--- src/rtl/bht_update_scheduler.sv ---
// bht_update_scheduler
// Merges branch-resolution updates from execute pipes A and B into a small
// in-order FIFO and drains one entry per cycle onto the single-port BHT
// update interface.
// Build option: BHT_SCHED_BYPASS_EN -- when defined and the FIFO is empty and
// not frozen, an accepted request is forwarded to the table in the same cycle
// instead of being written (A wins if both arrive; B is then written).
module bht_update_scheduler #(
  parameter  int DEPTH = 4,
  localparam int CNT_W = $clog2(DEPTH + 1)
) (
  input  logic             CLOCK,
  input  logic             RESET_N,
  input  logic             REQ_A_VALID,
  output logic             REQ_A_READY,
  input  logic [63:0]      REQ_A_PC,
  input  logic             REQ_A_TAKEN,
  input  logic             REQ_B_VALID,
  output logic             REQ_B_READY,
  input  logic [63:0]      REQ_B_PC,
  input  logic             REQ_B_TAKEN,
  input  logic             FREEZE,
  output logic             UPDATE_VALID,
  output logic [63:0]      UPDATE_PC,
  output logic             UPDATE_TAKEN,
  output logic [CNT_W-1:0] OCCUPANCY,
  output logic             IDLE
);

  localparam int               PW      = $clog2(DEPTH);
  localparam logic [CNT_W-1:0] DEPTH_C = CNT_W'(DEPTH);
  localparam logic             PRIO_A  = 1'b0;
  localparam logic             PRIO_B  = 1'b1;

  // Entry layout: {TAKEN, PC[63:0]}
  logic [64:0]      mem_q [DEPTH];
  logic [PW-1:0]    wptr_q, wptr_d;
  logic [PW-1:0]    rptr_q, rptr_d;
  logic [PW-1:0]    waddr1;
  logic [CNT_W-1:0] count_q, count_d;
  logic [CNT_W-1:0] free_w;
  logic [CNT_W-1:0] n_wr;
  logic             prio_q, prio_d;
  logic             acc_a, acc_b;
  logic             pop;
  logic             bypass;
  logic             we0, we1;
  logic [64:0]      wdata0, wdata1;

  // Ready/grant: space is judged on the registered count only, so a pop this
  // cycle never frees a slot for this cycle's requests.
  always_comb begin
    free_w      = DEPTH_C - count_q;
    REQ_A_READY = 1'b0;
    REQ_B_READY = 1'b0;
    prio_d      = prio_q;
    if (free_w >= CNT_W'(2)) begin
      REQ_A_READY = 1'b1;
      REQ_B_READY = 1'b1;
    end else if (free_w == CNT_W'(1)) begin
      REQ_A_READY = (prio_q == PRIO_A) || !REQ_B_VALID;
      REQ_B_READY = (prio_q == PRIO_B) || !REQ_A_VALID;
      if (REQ_A_VALID && REQ_B_VALID) prio_d = ~prio_q;
    end
    acc_a = REQ_A_VALID && REQ_A_READY;
    acc_b = REQ_B_VALID && REQ_B_READY;
    pop   = (count_q != '0) && !FREEZE;
  end

`ifdef BHT_SCHED_BYPASS_EN
  assign bypass = (count_q == '0) && !FREEZE && (acc_a || acc_b);
`else
  assign bypass = 1'b0;
`endif

  // Write steering: A takes wptr, B wptr+1; a bypassed request is not stored.
  always_comb begin
    we0    = 1'b0;
    we1    = 1'b0;
    wdata0 = {REQ_A_TAKEN, REQ_A_PC};
    wdata1 = {REQ_B_TAKEN, REQ_B_PC};
    n_wr   = '0;
    if (bypass) begin
      if (acc_a && acc_b) begin
        we0    = 1'b1;
        wdata0 = {REQ_B_TAKEN, REQ_B_PC};
        n_wr   = CNT_W'(1);
      end
    end else if (acc_a && acc_b) begin
      we0  = 1'b1;
      we1  = 1'b1;
      n_wr = CNT_W'(2);
    end else if (acc_a) begin
      we0  = 1'b1;
      n_wr = CNT_W'(1);
    end else if (acc_b) begin
      we0    = 1'b1;
      wdata0 = {REQ_B_TAKEN, REQ_B_PC};
      n_wr   = CNT_W'(1);
    end
    waddr1  = wptr_q + PW'(1);
    wptr_d  = wptr_q + PW'(n_wr);
    rptr_d  = pop ? rptr_q + PW'(1) : rptr_q;
    count_d = count_q + n_wr - CNT_W'(pop);
  end

  // Table-side outputs: head entry, or the live request when bypassing.
  always_comb begin
    UPDATE_VALID               = pop;
    {UPDATE_TAKEN, UPDATE_PC}  = mem_q[rptr_q];
    if (bypass) begin
      UPDATE_VALID              = 1'b1;
      {UPDATE_TAKEN, UPDATE_PC} = acc_a ? {REQ_A_TAKEN, REQ_A_PC}
                                        : {REQ_B_TAKEN, REQ_B_PC};
    end
    OCCUPANCY = count_q;
    IDLE      = (count_q == '0);
  end

  // Storage, pointers, occupancy and priority; reset discards all entries.
  always_ff @(posedge CLOCK or negedge RESET_N) begin
    if (!RESET_N) begin
      for (int i = 0; i < DEPTH; i++) mem_q[i] <= '0;
      wptr_q  <= '0;
      rptr_q  <= '0;
      count_q <= '0;
      prio_q  <= PRIO_A;
    end else begin
      if (we0) mem_q[wptr_q] <= wdata0;
      if (we1) mem_q[waddr1] <= wdata1;
      wptr_q  <= wptr_d;
      rptr_q  <= rptr_d;
      count_q <= count_d;
      prio_q  <= prio_d;
    end
  end

endmodule

--- config.mk ---
export PLATFORM = sky130hd
export DESIGN_NAME = bht_update_scheduler
export DESIGN_NICKNAME = d
export VERILOG_FILES = /design/src/rtl/bht_update_scheduler.sv
export SDC_FILE = /design/constraint.sdc
export NUM_CORES = 1
export LEC_CHECK = 0
export BUFFER_PORTS_ARGS = -buffer_cell sky130_fd_sc_hd__buf_2
export CORE_AREA = 3 3 196 217
export DETAILED_ROUTE_END_ITERATION = 10
export DIE_AREA = 0 0 199 220
export HOLD_SLACK_MARGIN = 0.1
export PLACE_DENSITY = 0.59
export SLEW_MARGIN = 25
export SYNTH_ARGS = -nofsm -noshare
export SYNTH_HDL_FRONTEND = slang
export SYNTH_SLANG_ARGS = --single-unit
--- constraint.sdc ---
create_clock -name CLOCK -period 4.1 [get_ports CLOCK]
set_input_delay 0.41 -clock CLOCK [delete_from_list [all_inputs] [get_ports CLOCK]]
set_output_delay 0.41 -clock CLOCK [all_outputs]
set_load 0.05 [all_outputs]
==> impl_results.md <==
- Final Hold Fails: 0
- Antenna violations before repair: 12
- Post-DP Area: around 18000 um^2
- Layout area overhead: 16.7%
- Core area: a little over 40000 um^2
- Starting Density: between 40% and 50%
- Hold Path Depth: 2
- FP Rows: 77
- PostCTS Resize Cnt: 0
- Final WL: about 64000 um
- Filler cell count: approximately 3.7k
- Placed cells: 2077
- Commonest non-fill, non-tap cell in the layout: dfrtp_1
- Post-synth ARST share: 100%
- Post-Route Utilization: 47.7%
- Drt wl/cell: roughly 30 um
- Min-delay worst type: primary input to flip-flop
- Routed via count: 15.3k
- Multi-input logic area: 9080 um^2
- GR peak layer: met2
- Worst slew pin tran: around 1.1 ns
- First-pass GRT wire length: ~97000 um
- Hold EP: mem_q[70]$_DFF_PN0_
- Reg area: around 6700 um^2
- # IOs: around 210
- CTS buffer count: 31
- TritonCTS clock tree: yes
- Commonest non-fill, non-tap cells in the layout: 264 x dfrtp_1, 205 x buf_2, 195 x a221o_1
- Reg2reg start: OCCUPANCY[0]$_DFF_PN0_
- Hold_buf cts: 6
- Hold slack: ~0.12 ns
- Cells after Synth: roughly 1.5k
- Synth top area share: ~41%
- Total global routing overflow: 0
- Mapped Area: 16500 um^2
- Sequential share of the synthesized area: 40.6%
- # clock sinks: around 270
- R2R setup slack: 0.23 ns
- PwrDens: ~1100 nW/um^2
- Die area: 43800 um^2
- Setup ws final: around 0.23 ns
- Clk slew on worst S/H paths: 0.06 ns
- Pin count of the biggest net entering global routing: about 110
- Setup_tns: 0 ns
- HPWL Detailed: between 30000 and 40000 um
- RSZ-0062 raised after global routing: false
- Root buf cell: clkbuf_16
- Clock latency at the later pin of the worst-skew pair: roughly 0.58 ns
- Rel. slew slack: between 20% and 30%
- Minimum clock period: 3.87 ns
- WS Path Type: flip-flop to flip-flop
- Nets@finish: roughly 1.7k
- Die width: roughly 200 um
- Final Total Pwr: about 21 mW
- Status: finished clean
- Met3 Use GR: a little under 5%
- Synth top area cells: dfrtp_1 41%, a221o_1 12%, mux4_2 8.9%, o221a_2 4.4%, o22a_1 3.5%
- Drc violations: 0
- Layout cell share with drive strength beyond 1: between 20 and 30%
- Design Area, Final: 19300 um^2
- CP arrival: around 4.4 ns
- Synth warn: 0
- Period utilization: about 94%
- Vias in the first global route: 15.5k
- Initial drt markers: around 1.6k
- Non-filler cells, final: 2151
- Leak Pwr: roughly 8.4 nW
- Crit end category: flip-flop
- Max Clock Skew: roughly 0.016 ns
- Synthesized net count: approximately 1.6k
- Reg2Reg Depth: 11
- #FFs+latches synth: approximately 270
- CP Max Fanout: 36
- Post-route ant nets: 0
- Reg-to-Reg End: mem_q[254]$_DFF_PN0_
- Routability cong.: 0.828
- Critical path data required time: approximately 4.6 ns
- Vias per cell: about 7
- Syn avg cell area: ~11 um^2
- Fin. max-slew vios: 0
- Port Buffer Count: 206
- Final setup fails: 0
- Main synth FF type: dfrtp_1
- DP Worst Slack: between 0.3 and 0.4 ns
- First-pass iteration count of the detailed router: 5
- Number of synthesized flops with an enable pin: 0
- Hold Crit Start: REQ_A_PC[5]
- Max cap viols: 0
- Chip height: approximately 220 um
- Yosys top cell by area: dfrtp_1
- Total Routing Usage GR: between 20% and 30%
- H-tree levels: 1
- Max Clk Rate: 258 MHz
- Postcts setup bufs: 0
- Grt met2 use: 45.1%
- Peak supply drop: between 0.0006 and 0.0007 V
- Startpoint types: flip-flop
- GR Util met1: between 40% and 50%
- Synth cell types: 37
- CTS Buffer Depth: 3
## registers in the layout (all words and copies together) (netlist names)
name	cells
OCCUPANCY	3
mem_q	260
prio_q	1
rptr_q	2
wptr_q	2
## cells by family (layout without fill, tap and decap cells)
logic type	Yosys count	in the layout	synth area share [%]
fa+ha+maj	11	11	0.879
simple gates	225	225	7.40
other cells	0	10	0
compound gates	724	724	36.9
buf+inv	188	328	5.00
flops	268	268	40.6
xor+xnor	7	7	0.371
mux	65	65	8.87
## cell type report
| cell class | instances | share of cell area, % |
|---|---|---|
| antenna | 10 | 0.130 |
| clock buffer | 44 | 4.70 |
| clock inverter | 14 | 1.06 |
| inverter | 10 | 0.195 |
| multi-input combinational | 1032 | 47.1 |
| sequential | 268 | 34.9 |
| tap | 513 | 3.33 |
| timing repair buffer | 260 | 8.57 |
## cell usage after synthesis (66+ instances only)
cell type and n:
dfrtp_1 268, a221o_1 195, clkbuf_1 99, nand2_1 74, a21oi_1 68, and2_1 67
a21o_1 66, o21ai_0 66, o22a_1 66
## worst max path at each step
stage | startpoint | to | slack (ns)
6_report | OCCUPANCY[0]$_DFF_PN0_ | mem_q[254]$_DFF_PN0_ | 0.23
5_1_grt | OCCUPANCY[0]$_DFF_PN0_ | mem_q[202]$_DFF_PN0_ | 0.08
4_1_cts | OCCUPANCY[0]$_DFF_PN0_ | mem_q[254]$_DFF_PN0_ | 0.29
3_5_place_dp | OCCUPANCY[0]$_DFF_PN0_ | mem_q[258]$_DFF_PN0_ | 0.31
3_3_place_gp | OCCUPANCY[0]$_DFF_PN0_ | mem_q[258]$_DFF_PN0_ | 0.37
2_1_floorplan | OCCUPANCY[0]$_DFF_PN0_ | OCCUPANCY[1]$_DFF_PN0_ | 0.45
## where the power goes
| group | internal [mW] | switching [mW] |
|---|---|---|
| sequential | 4.00 | 1.30 |
| clock | 1.84 | 1.19 |
| combinational | 5.30 | 7.70 |
| total | 11.1 | 10.2 |
## layer usage
layer  part of all wire (%)  up-vias
li1                       -     6386
met1                     41     7875
met2                     46      865
met3                    9.2      169
met4                    2.9        8
met5                  0.087        -
## critical path: stages, from the launching register on
cell     delay [ns]
dfrtp_1        0.39
inv_1          0.08
ha_1           0.20
ha_1           0.30
or3b_4         0.26
a21o_1         0.11
nand2_1        0.08
ha_1           0.21
or3_1          0.40
nor2_4         0.84
buf_4          0.66
a221o_1        0.25
No activity file was read; power rests on OpenSTA's default activity.
